[src/rtl/swsd_pkg.sv]
// Shared types and constants for the sliding-window sequence frame generator.
// Frame shape: 1110, N x 01, 11.
package swsd_pkg;

  typedef enum logic [1:0] {
    IDLE,
    HEAD,
    BODY,
    TAIL
  } state_e;

  localparam logic [3:0] HEAD_BITS = 4'b1110;
  localparam int         HEAD_LEN  = 4;
  localparam int         TAIL_LEN  = 2;
  localparam int         REP_W_DEF = 4;

endpackage

[src/rtl/swsd_req_buf.sv]
// One-entry pending request buffer for swsd_pattern_gen.
// Holds N (and the error flag when SWSD_PATTERN_GEN_ERR_INJECT_EN is defined).
module swsd_req_buf
  import swsd_pkg::*;
#(
  parameter int REP_W = REP_W_DEF
) (
  input  logic             clk,
  input  logic             rst,
  input  logic             fill,
  input  logic             consume,
  input  logic [REP_W-1:0] fill_rep,
`ifdef SWSD_PATTERN_GEN_ERR_INJECT_EN
  input  logic             fill_err,
  output logic             ent_err,
`endif
  output logic [REP_W-1:0] ent_rep,
  output logic             full
);

  // A fill in the same cycle as a consume replaces the entry.
  always_ff @(posedge clk) begin
    if (rst) begin
      full    <= 1'b0;
      ent_rep <= '0;
    end else if (fill) begin
      full    <= 1'b1;
      ent_rep <= fill_rep;
    end else if (consume) begin
      full    <= 1'b0;
    end
  end

`ifdef SWSD_PATTERN_GEN_ERR_INJECT_EN
  always_ff @(posedge clk) begin
    if (rst)       ent_err <= 1'b0;
    else if (fill) ent_err <= fill_err;
  end
`endif

endmodule

[src/rtl/swsd_pattern_gen.sv]
// Serial frame generator for the sliding-window sequence detector.
// Optional SWSD_PATTERN_GEN_ERR_INJECT_EN adds req_err to corrupt the last bit.
module swsd_pattern_gen
  import swsd_pkg::*;
#(
  parameter int REP_W = REP_W_DEF
) (
  input  logic             clk,
  input  logic             rst,
  input  logic             req_valid,
  input  logic [REP_W-1:0] req_rep,
`ifdef SWSD_PATTERN_GEN_ERR_INJECT_EN
  input  logic             req_err,
`endif
  output logic             req_ready,
  output logic             out,
  output logic             out_valid,
  output logic             last,
  output logic             busy
);

  state_e           state, state_n;
  logic [1:0]       cnt, cnt_n;
  logic [REP_W-1:0] rep, rep_n;
  logic             cur_err, err_n;
  logic             out_n, out_valid_n, last_n;

  logic             acc, fill, consume, load;
  logic             full;
  logic [REP_W-1:0] ent_rep, src_rep;
  logic             ld_err;

  swsd_req_buf #(.REP_W(REP_W)) u_buf (
    .clk      (clk),
    .rst      (rst),
    .fill     (fill),
    .consume  (consume),
    .fill_rep (req_rep),
`ifdef SWSD_PATTERN_GEN_ERR_INJECT_EN
    .fill_err (req_err),
    .ent_err  (ld_err),
`endif
    .ent_rep  (ent_rep),
    .full     (full)
  );

`ifndef SWSD_PATTERN_GEN_ERR_INJECT_EN
  assign ld_err = 1'b0;
`endif

  assign req_ready = !full;
  assign acc       = req_valid & req_ready;
  assign busy      = (state != IDLE) | full;

  always_comb begin
    state_n = state;
    cnt_n   = cnt;
    rep_n   = rep;
    err_n   = cur_err;
    consume = 1'b0;
    load    = 1'b0;
    src_rep = req_rep;
    unique case (state)
      IDLE: begin
        if (full) begin
          load    = 1'b1;
          consume = 1'b1;
          src_rep = ent_rep;
        end else if (acc) begin
          load    = 1'b1;
        end
      end
      HEAD: begin
        if (cnt == 2'(HEAD_LEN - 1)) begin
          state_n = BODY;
          cnt_n   = '0;
        end else begin
          cnt_n   = cnt + 2'd1;
        end
      end
      BODY: begin
        if (cnt[0]) begin
          cnt_n = '0;
          if (rep == REP_W'(1)) state_n = TAIL;
          else                  rep_n   = rep - REP_W'(1);
        end else begin
          cnt_n = 2'd1;
        end
      end
      TAIL: begin
        if (cnt == 2'(TAIL_LEN - 1)) begin
          if (full) begin
            load    = 1'b1;
            consume = 1'b1;
            src_rep = ent_rep;
          end else begin
            state_n = IDLE;
          end
        end else begin
          cnt_n = cnt + 2'd1;
        end
      end
      default: state_n = IDLE;
    endcase
    if (load) begin
      state_n = HEAD;
      cnt_n   = '0;
      rep_n   = (src_rep == '0) ? REP_W'(1) : src_rep;
`ifdef SWSD_PATTERN_GEN_ERR_INJECT_EN
      err_n   = full ? ld_err : req_err;
`else
      err_n   = ld_err;
`endif
    end
  end

  assign fill = acc & (state != IDLE);

  // Outputs are precomputed from the next state so they leave a flop.
  always_comb begin
    out_n       = 1'b0;
    out_valid_n = (state_n != IDLE);
    last_n      = (state_n == TAIL) && (cnt_n == 2'(TAIL_LEN - 1));
    unique case (state_n)
      IDLE:    out_n = 1'b0;
      HEAD:    out_n = HEAD_BITS[2'd3 - cnt_n];
      BODY:    out_n = cnt_n[0];
      TAIL:    out_n = !(cnt_n[0] & err_n);
      default: out_n = 1'b0;
    endcase
  end

  always_ff @(posedge clk) begin
    if (rst) begin
      state     <= IDLE;
      cnt       <= '0;
      rep       <= '0;
      cur_err   <= 1'b0;
      out       <= 1'b0;
      out_valid <= 1'b0;
      last      <= 1'b0;
    end else begin
      state     <= state_n;
      cnt       <= cnt_n;
      rep       <= rep_n;
      cur_err   <= err_n;
      out       <= out_n;
      out_valid <= out_valid_n;
      last      <= last_n;
    end
  end

endmodule
[config.mk]
export PLATFORM = sky130hd
export DESIGN_NAME = swsd_pattern_gen
export DESIGN_NICKNAME = d
export VERILOG_FILES = /design/src/rtl/swsd_pkg.sv /design/src/rtl/swsd_req_buf.sv /design/src/rtl/swsd_pattern_gen.sv
export SDC_FILE = /design/constraint.sdc
export NUM_CORES = 1
export LEC_CHECK = 0
export BUFFER_PORTS_ARGS = -buffer_cell sky130_fd_sc_hd__buf_4
export CORE_AREA = 2 2 48 59
export CTS_CLUSTER_DIAMETER = 60
export CTS_CLUSTER_SIZE = 8
export DETAILED_ROUTE_END_ITERATION = 10
export DIE_AREA = 0 0 50 61
export PLACE_DENSITY = 0.61
export SLEW_MARGIN = 20
export SYNTH_ARGS = -nofsm -noshare
export SYNTH_HDL_FRONTEND = slang
export SYNTH_SLANG_ARGS = --single-unit
[constraint.sdc]
create_clock -name clk -period 4.68 [get_ports clk]
set_input_delay 0 -clock clk [delete_from_list [all_inputs] [get_ports clk]]
set_output_delay 0 -clock clk [all_outputs]
set_load 0.02 [all_outputs]
==> impl_metrics.toml, run 1 <==
[run_status]
status = "finished, final reports clean"

[die]
io_pins = 12
start_util_pct = 40.05
chipWidth_um = 50
chipHeight_um = 61
coreArea_sq_mm = 0.002477
dieArea_sq_mm = 0.003050
row_count = 20

[pwr]
power_density_mw_per_mm2 = 310.8
total_leakage_power_uw = 0.0004779
p_total_uw = 362.8
ir_drop_uv = 174.7

[clock_network]
cts_tree = "yes"
htreeDepth = 1
clock_path_buffers = 2
worstSkewPairLatency_ps = 280
cts_buffers = 3
clock_sinks = 17
cts_root_buf = "clkbuf_4"
cts.clk_slew.worst_paths_ps = 100

[yosys]
yosysTopAreaCell = "dfxtp_1"
avgSynthCellArea_sq_um = 8.628
synthTopCellsByArea = "dfxtp_1, ha_1, a21oi_1"
netlist_area_sq_um = 992.2
post-synth-top-area-fraction_pct = 34.30
synth_warnings = 0
ys_seq_area_share_pct = 34.30
ys.flop_type = "dfxtp_1"
ys_async_sr_fraction_pct = 0
syn_nets = 132
ys_top_cells_by_count = "dfxtp_1, inv_1, a21oi_1, nor2_1, ha_1"
synth_seq_cells = 17
synth.distinct_cells = 32
yosysMostFrequentCell = "dfxtp_1"
synth_edf_count = 0
synthCells = 115

[cells_and_area]
instances_no_fill = 163
fin_area_sq_mm = 0.001167
area_growth_pct = 17.65
nFillCells = 248
final_nets = 148
antenna_cells = 0
drive_gt1_share_pct = 15.38

[global_routing]
track_usage_pct = 13.20
grt_antenna_before_repair = 0
grt_pass1_vias = 740
grt_first_pass_wirelength_um = 3056
gr-total-overflow = 0
grt_max_degree = 18

[timing]
finalCritPeriodShare_pct = 46.28
fmax_ghz = 0.4617
hold_violations = 0
fin_setup_tns_ps = 0
finalSetupViolCount = 0
slew_headroom_pct = 56.80
slew_violations = 0
skew_ps = 5.046
worst_slack_ps = 2514
rsz0062_at_grt = "no"
min_period_ps = 2166
tightest_slew_ps = 648.0

[run]
drv_cap = 0

[placed_design]
port_buffers = 11
dp_hpwl_um = 1432
dp_cells = 155
place_ws_ps = 2532
placed_cell_area_sq_mm = 0.001100
gp_congestion = 0.8234

[critical_path]
crit_path_top_delay_cell = "a21oi_2"
endpoint_kind = "flop"
worstSetupPathType = "reg2reg"
cp_max_fo = 15
worst_setup_path_start_kind = "flop"
slowest_delay_ps = 520
crit_family = "compound AO/OA/AOI/OAI gates"
crit_required_ps = 4890
crit_path_cell_trace = "inv_1 -> ha_1 -> a21o_1 -> nand2_1 -> a21oi_2 -> nand3b_1 -> or4b_1 -> o31ai_1"
critical_path_arrival_ps = 2370
worst-path-buf-inv = 1

[detailed_routing]
post_drt_wl_per_cell_um = 11.50
vias_per_cell = 4.969
ant_nets = 0
first_pass_iters = 4
drc = 0
drt_iter0_drc = 21
routed_wl_um = 1875
vias = 810

[worst_hold_path]
hp-class = "in2reg"
-- kinds of logic after synthesis --
| family | count (synthesis) | share of synthesized area [%] |
|---|---|---|
| muxes | 4 | 4.035 |
| and+or+nand+nor | 33 | 17.78 |
| AOI/OAI and AO/OA | 33 | 23.33 |
| DFF | 17 | 34.30 |
| xor gates and xnor gates | 2 | 1.766 |
| adders and majority gates | 10 | 12.61 |
| buffers and inverters | 16 | 6.178 |
-- final timing paths --
path	from	to	slack (ps)	cells after the start
max	state[1]$_SDFF_PP0_	out$_SDFF_PP0_	2510	8
min	rst	rep[0]$_SDFFE_PP0P_	10	2
min reg2reg	cur_err$_SDFF_PP0_	cur_err$_SDFF_PP0_	490	1
max reg2reg	state[1]$_SDFF_PP0_	out$_SDFF_PP0_	2510	8
-- cells in the final DEF, fill, tap and decap left out --
| master | synthesis | routed |
|---|---|---|
| dfxtp_1 | 17 | 17 |
| inv_1 | 12 | 12 |
| nor2_1 | 11 | 11 |
| a21oi_1 | 11 | 11 |
| buf_4 | 0 | 11 |
| ha_1 | 10 | 10 |
| nand2_1 | 8 | 8 |
| mux2i_1 | 4 | 4 |
| a211oi_1 | 4 | 4 |
| dlygate4sd3_1 | 0 | 4 |
| a21o_1 | 3 | 3 |
| o21ai_0 | 3 | 3 |
| nor3b_1 | 3 | 3 |
| nor3_1 | 3 | 3 |
| clkbuf_4 | 0 | 3 |
| nand2b_1 | 2 | 2 |
| o31ai_1 | 2 | 2 |
| a22oi_1 | 2 | 2 |
| xnor2_1 | 2 | 2 |
| and3_1 | 1 | 1 |
| o221a_2 | 1 | 1 |
| a21oi_2 | 1 | 1 |
| a221oi_1 | 1 | 1 |
| o221ai_1 | 1 | 1 |
| a41oi_1 | 1 | 1 |
| nand3b_1 | 1 | 1 |
| or4b_1 | 1 | 1 |
| nor3_2 | 1 | 1 |
| nor4b_1 | 1 | 1 |
| nor3b_2 | 1 | 1 |
| a22o_1 | 1 | 1 |
| o31a_1 | 1 | 1 |
| a221oi_2 | 1 | 1 |
| clkinv_2 | 0 | 1 |
-- power breakdown --
part / leakage (uW) / switching [uW] / internal, uW
logic: 0.000321 / 65.6 / 49.9
clock network: 0.0000177 / 45.6 / 31.7
registers: 0.000139 / 11.2 / 159
-- layer usage --
layer | track usage, % | vias up | wire length [um]
met4 | 8.333 | 0 | 43
met3 | 1.724 | 4 | 20
met2 | 21.99 | 5 | 888
li1 | - | 434 | -
met1 | 16.24 | 367 | 923
met5 | 0 | - | 0
-- stage by stage --
step | util (%) | hold slack, ps
finish | 47.12 | 14.35
detailed placement | 44.39 | 265.8
CTS | 47.12 | 3.422
global route | 47.12 | 18.23
floorplan | - | 147.2
global placement | 44.39 | 255.0
-- registers in the layout (all words and copies together), names as in the netlist --
register / count
cnt: 2
state: 2
out: 1
u_buf.ent_rep: 4
last: 1
out_valid: 1
rep: 4
cur_err: 1
u_buf.full: 1
-- timing repair --
item / in CTS / in global routing
buffers inserted: 0 / 0
gates resized for setup: 0 / 0
hold endpoints to repair: 4 / 0
hold buffers: 4 / 0
-- layout make-up --
class	count	area [sq um]	share of cell area, %
Clock buffer	3	22.52	1.929
Inverter	12	45.04	3.859
Sequential cell	17	340.3	29.15
Tap cell	33	41.29	3.537
Timing Repair Buffer	15	122.6	10.50
Multi-Input combinational cell	82	590.6	50.59
Clock inverter	1	5.005	0.4287
No activity file was read; power rests on OpenSTA's default activity.
==> inputs of run 2 (changes only) <==
--- a/config.mk
+++ b/config.mk
@@ -5,13 +5,14 @@
 export SDC_FILE = /design/constraint.sdc
 export NUM_CORES = 1
 export LEC_CHECK = 0
+export ABC_AREA = 1
 export BUFFER_PORTS_ARGS = -buffer_cell sky130_fd_sc_hd__buf_4
-export CORE_AREA = 2 2 48 59
+export CORE_AREA = 2 2 50 61
 export CTS_CLUSTER_DIAMETER = 60
 export CTS_CLUSTER_SIZE = 8
 export DETAILED_ROUTE_END_ITERATION = 10
-export DIE_AREA = 0 0 50 61
-export PLACE_DENSITY = 0.61
+export DIE_AREA = 0 0 52 63
+export PLACE_DENSITY = 0.64
 export SLEW_MARGIN = 20
 export SYNTH_ARGS = -nofsm -noshare
 export SYNTH_HDL_FRONTEND = slang
==> constraint.sdc (replaced) <==
create_clock -name clk -period 1.93 [get_ports clk]
set_input_delay 0 -clock clk [delete_from_list [all_inputs] [get_ports clk]]
set_output_delay 0 -clock clk [all_outputs]
set_load 0.02 [all_outputs]
==> run 2 against run 1 <==
Net effect:
- via count increased by 33%
- first-iteration DRC count grew 29%
- maximum frequency grew 28%
==> impl_metrics.toml, run 2 <==
[critical_path]
slowest_delay_ps = 360
worstSetupPathType = "reg2reg"
endpoint_kind = "flop"
critical_path_arrival_ps = 1880
crit_path_cell_trace = "inv_1 -> ha_1 -> inv_2 -> nand2_2 -> nand3_1 -> inv_2 -> nand2_1 -> nand3_1 -> nand2_1 -> inv_1"
crit_required_ps = 2120
cp_max_fo = 14
crit_path_top_delay_cell = "dfxtp_2"
worst_setup_path_start_kind = "flop"

[detailed_routing]
first_pass_iters = 4
vias = 1079
routed_wl_um = 2277
drt_iter0_drc = 27
vias_per_cell = 4.950
post_drt_wl_per_cell_um = 10.44
drc = 0
ant_nets = 0

[yosys]
muxShareOfSynthArea_pct = 0
synthAdderAreaFrac_pct = 11.47
ys_seq_area_share_pct = 31.19
synthTopCellsByArea = "dfxtp_1, nand2_1, ha_1"
synth_seq_cells = 17
synth_warnings = 0
avgSynthCellArea_sq_um = 6.494
syn_nets = 185
post-synth-top-area-fraction_pct = 31.19
ys.flop_type = "dfxtp_1"
synth_top_family_by_area = "simple AND/OR/NAND/NOR gates"
synth-simple-area-share_pct = 34.98
ys_async_sr_fraction_pct = 0
synth.distinct_cells = 22
netlist_area_sq_mm = 0.001091
synthCells = 168
synth_compound_area_share_pct = 12.04
synth_edf_count = 0
yosysMostFrequentCell = "nand2_1"
synthXorXnorAreaFrac_pct = 0
ys_top_cells_by_count = "nand2_1, inv_1, nor2_1"
yosysTopAreaCell = "dfxtp_1"

[timing]
rsz0062_at_grt = "no"
finalCritPeriodShare_pct = 87.64
hold_violations = 0
worst_slack_ps = 238.5
finalSetupViolCount = 0
fmax_ghz = 0.5912
slew_violations = 0
fin_setup_tns_ps = 0
skew_ps = 2.528
slew_headroom_pct = 82.23
min_period_ps = 1691
tightest_slew_ps = 265.6

[global_routing]
grt_antenna_before_repair = 0
track_usage_pct = 15.94
grt_first_pass_wirelength_um = 4091
grt_max_degree = 15
gr-total-overflow = 0
grt_pass1_vias = 1020

[placed_design]
dp_hpwl_um = 1817
placed_cell_area_sq_mm = 0.001201
gp_congestion = 0.8316
port_buffers = 11
place_ws_ps = 165.4

[clock_network]
cts_buffers = 3
cts_root_buf = "clkbuf_4"
clock_sinks = 17
htreeDepth = 1
worstSkewPairLatency_ps = 280
clock_path_buffers = 2
cts_tree = "yes"
cts.clk_slew.worst_paths_ps = 100

[cells_and_area]
final_util_pct = 46.56
largest_registers = "rep: 4 flops, u_buf.ent_rep: 4 flops"
area_growth_pct = 15.48
final_cell_mix = "nand2_1, inv_1, nor2_1, nand3_1, dfxtp_1"
fin_area_sq_mm = 0.001260
final_nets = 202
drive_gt1_share_pct = 14.13
layout_commonest_cell = "nand2_1"
antenna_cells = 0

[pwr]
ir_drop_uv = 511.3
total_leakage_power_uw = 0.0006010
power_density_mw_per_mm2 = 711.8

[die]
chipHeight_um = 63
start_util_pct = 40.31
chipWidth_um = 52
coreArea_sq_mm = 0.002706
io_pins = 12
dieArea_sq_mm = 0.003276
row_count = 21

[run]
drv_cap = 0

[run_status]
status = "finished, final reports clean"

[worst_hold_path]
hp-class = "in2reg"
-- run 2: changes by cell type after synthesis, moves of 3 or more --
cell / delta
nor3b_1: -3
nand2_2: +3
inv_1: +11
a211oi_1: -3
nand3_1: +18
nor3_1: -3
a21oi_1: -4
mux2i_1: -4
nor2_1: +8
a21o_1: -3
nand2_1: +38
o21ai_0: +5
inv_2: +3
-- run 2: area by class of cell --
class	count	area, sq um
Clock buffer	4	26.28
Fill cell	285	1446
Inverter	26	97.59
Multi-Input combinational cell	123	638.1
Sequential cell	17	342.8
Tap cell	34	42.54
Timing Repair Buffer	14	112.6
-- run 2: timing repair --
action / in CTS / in global routing
setup buffers: 0 / 0
hold buffers: 3 / 0
hold endpoints to repair: 9 / 0
setup endpoints to repair: 0 / 4
gates resized for setup: 0 / 3
-- run 2: path summary, 6_finish.rpt --
check | start | endpoint | slack (ps) | depth (start not counted)
setup / recovery | state[0]$_SDFF_PP0_ | out$_SDFF_PP0_ | 240 | 10
hold / removal | req_rep[3] | u_buf.ent_rep[3]$_SDFFE_PP0P_ | 20 | 3
setup reg to reg | state[0]$_SDFF_PP0_ | out$_SDFF_PP0_ | 240 | 10
hold reg to reg | cur_err$_SDFF_PP0_ | cur_err$_SDFF_PP0_ | 450 | 2
-- run 2: stage by stage --
step                      cells  total power (uW)  hold slack [ps]
after floorplan             168             637.6            166.7
after global placement      211             700.8            254.0
after detailed placement    211             711.5            255.2
after CTS                   218             903.0            13.07
after global routing        218             974.3            20.08
final                       218             896.9            18.72
-- run 2: routing by layer --
metal,global-route usage (%),vias up,share of wire [%]
li1,-,566,-
met1,19.97,492,46
met2,26.42,19,50
met3,2.871,2,3.1
met4,5.921,0,0.88
met5,0,-,0
-- run 2: logic make-up after synthesis --
kind of cell,Yosys count
AND/OR/NAND/NOR,90
buffers and inverters,28
AO/OA/AOI/OAI,23
flip-flops,17
adder cells (fa/ha/maj),10
-- run 2: worst max-delay path, delay by kind of cell, from the launching register on --
| family | cells | cell delay (ps) |
|---|---|---|
| AND/OR/NAND/NOR | 5 | 580 |
| buffers and inverters | 4 | 300 |
| adder cells (fa/ha/maj) | 1 | 350 |
| flip-flops | 1 | 360 |
-- run 2: report_power, final --
part | internal, uW | leakage (uW) | switching, uW | total (uW)
Clock | 80.1 | 0.0000150 | 105 | 185
Sequential | 387 | 0.000140 | 23.3 | 410
Combinational | 110 | 0.000446 | 192 | 302
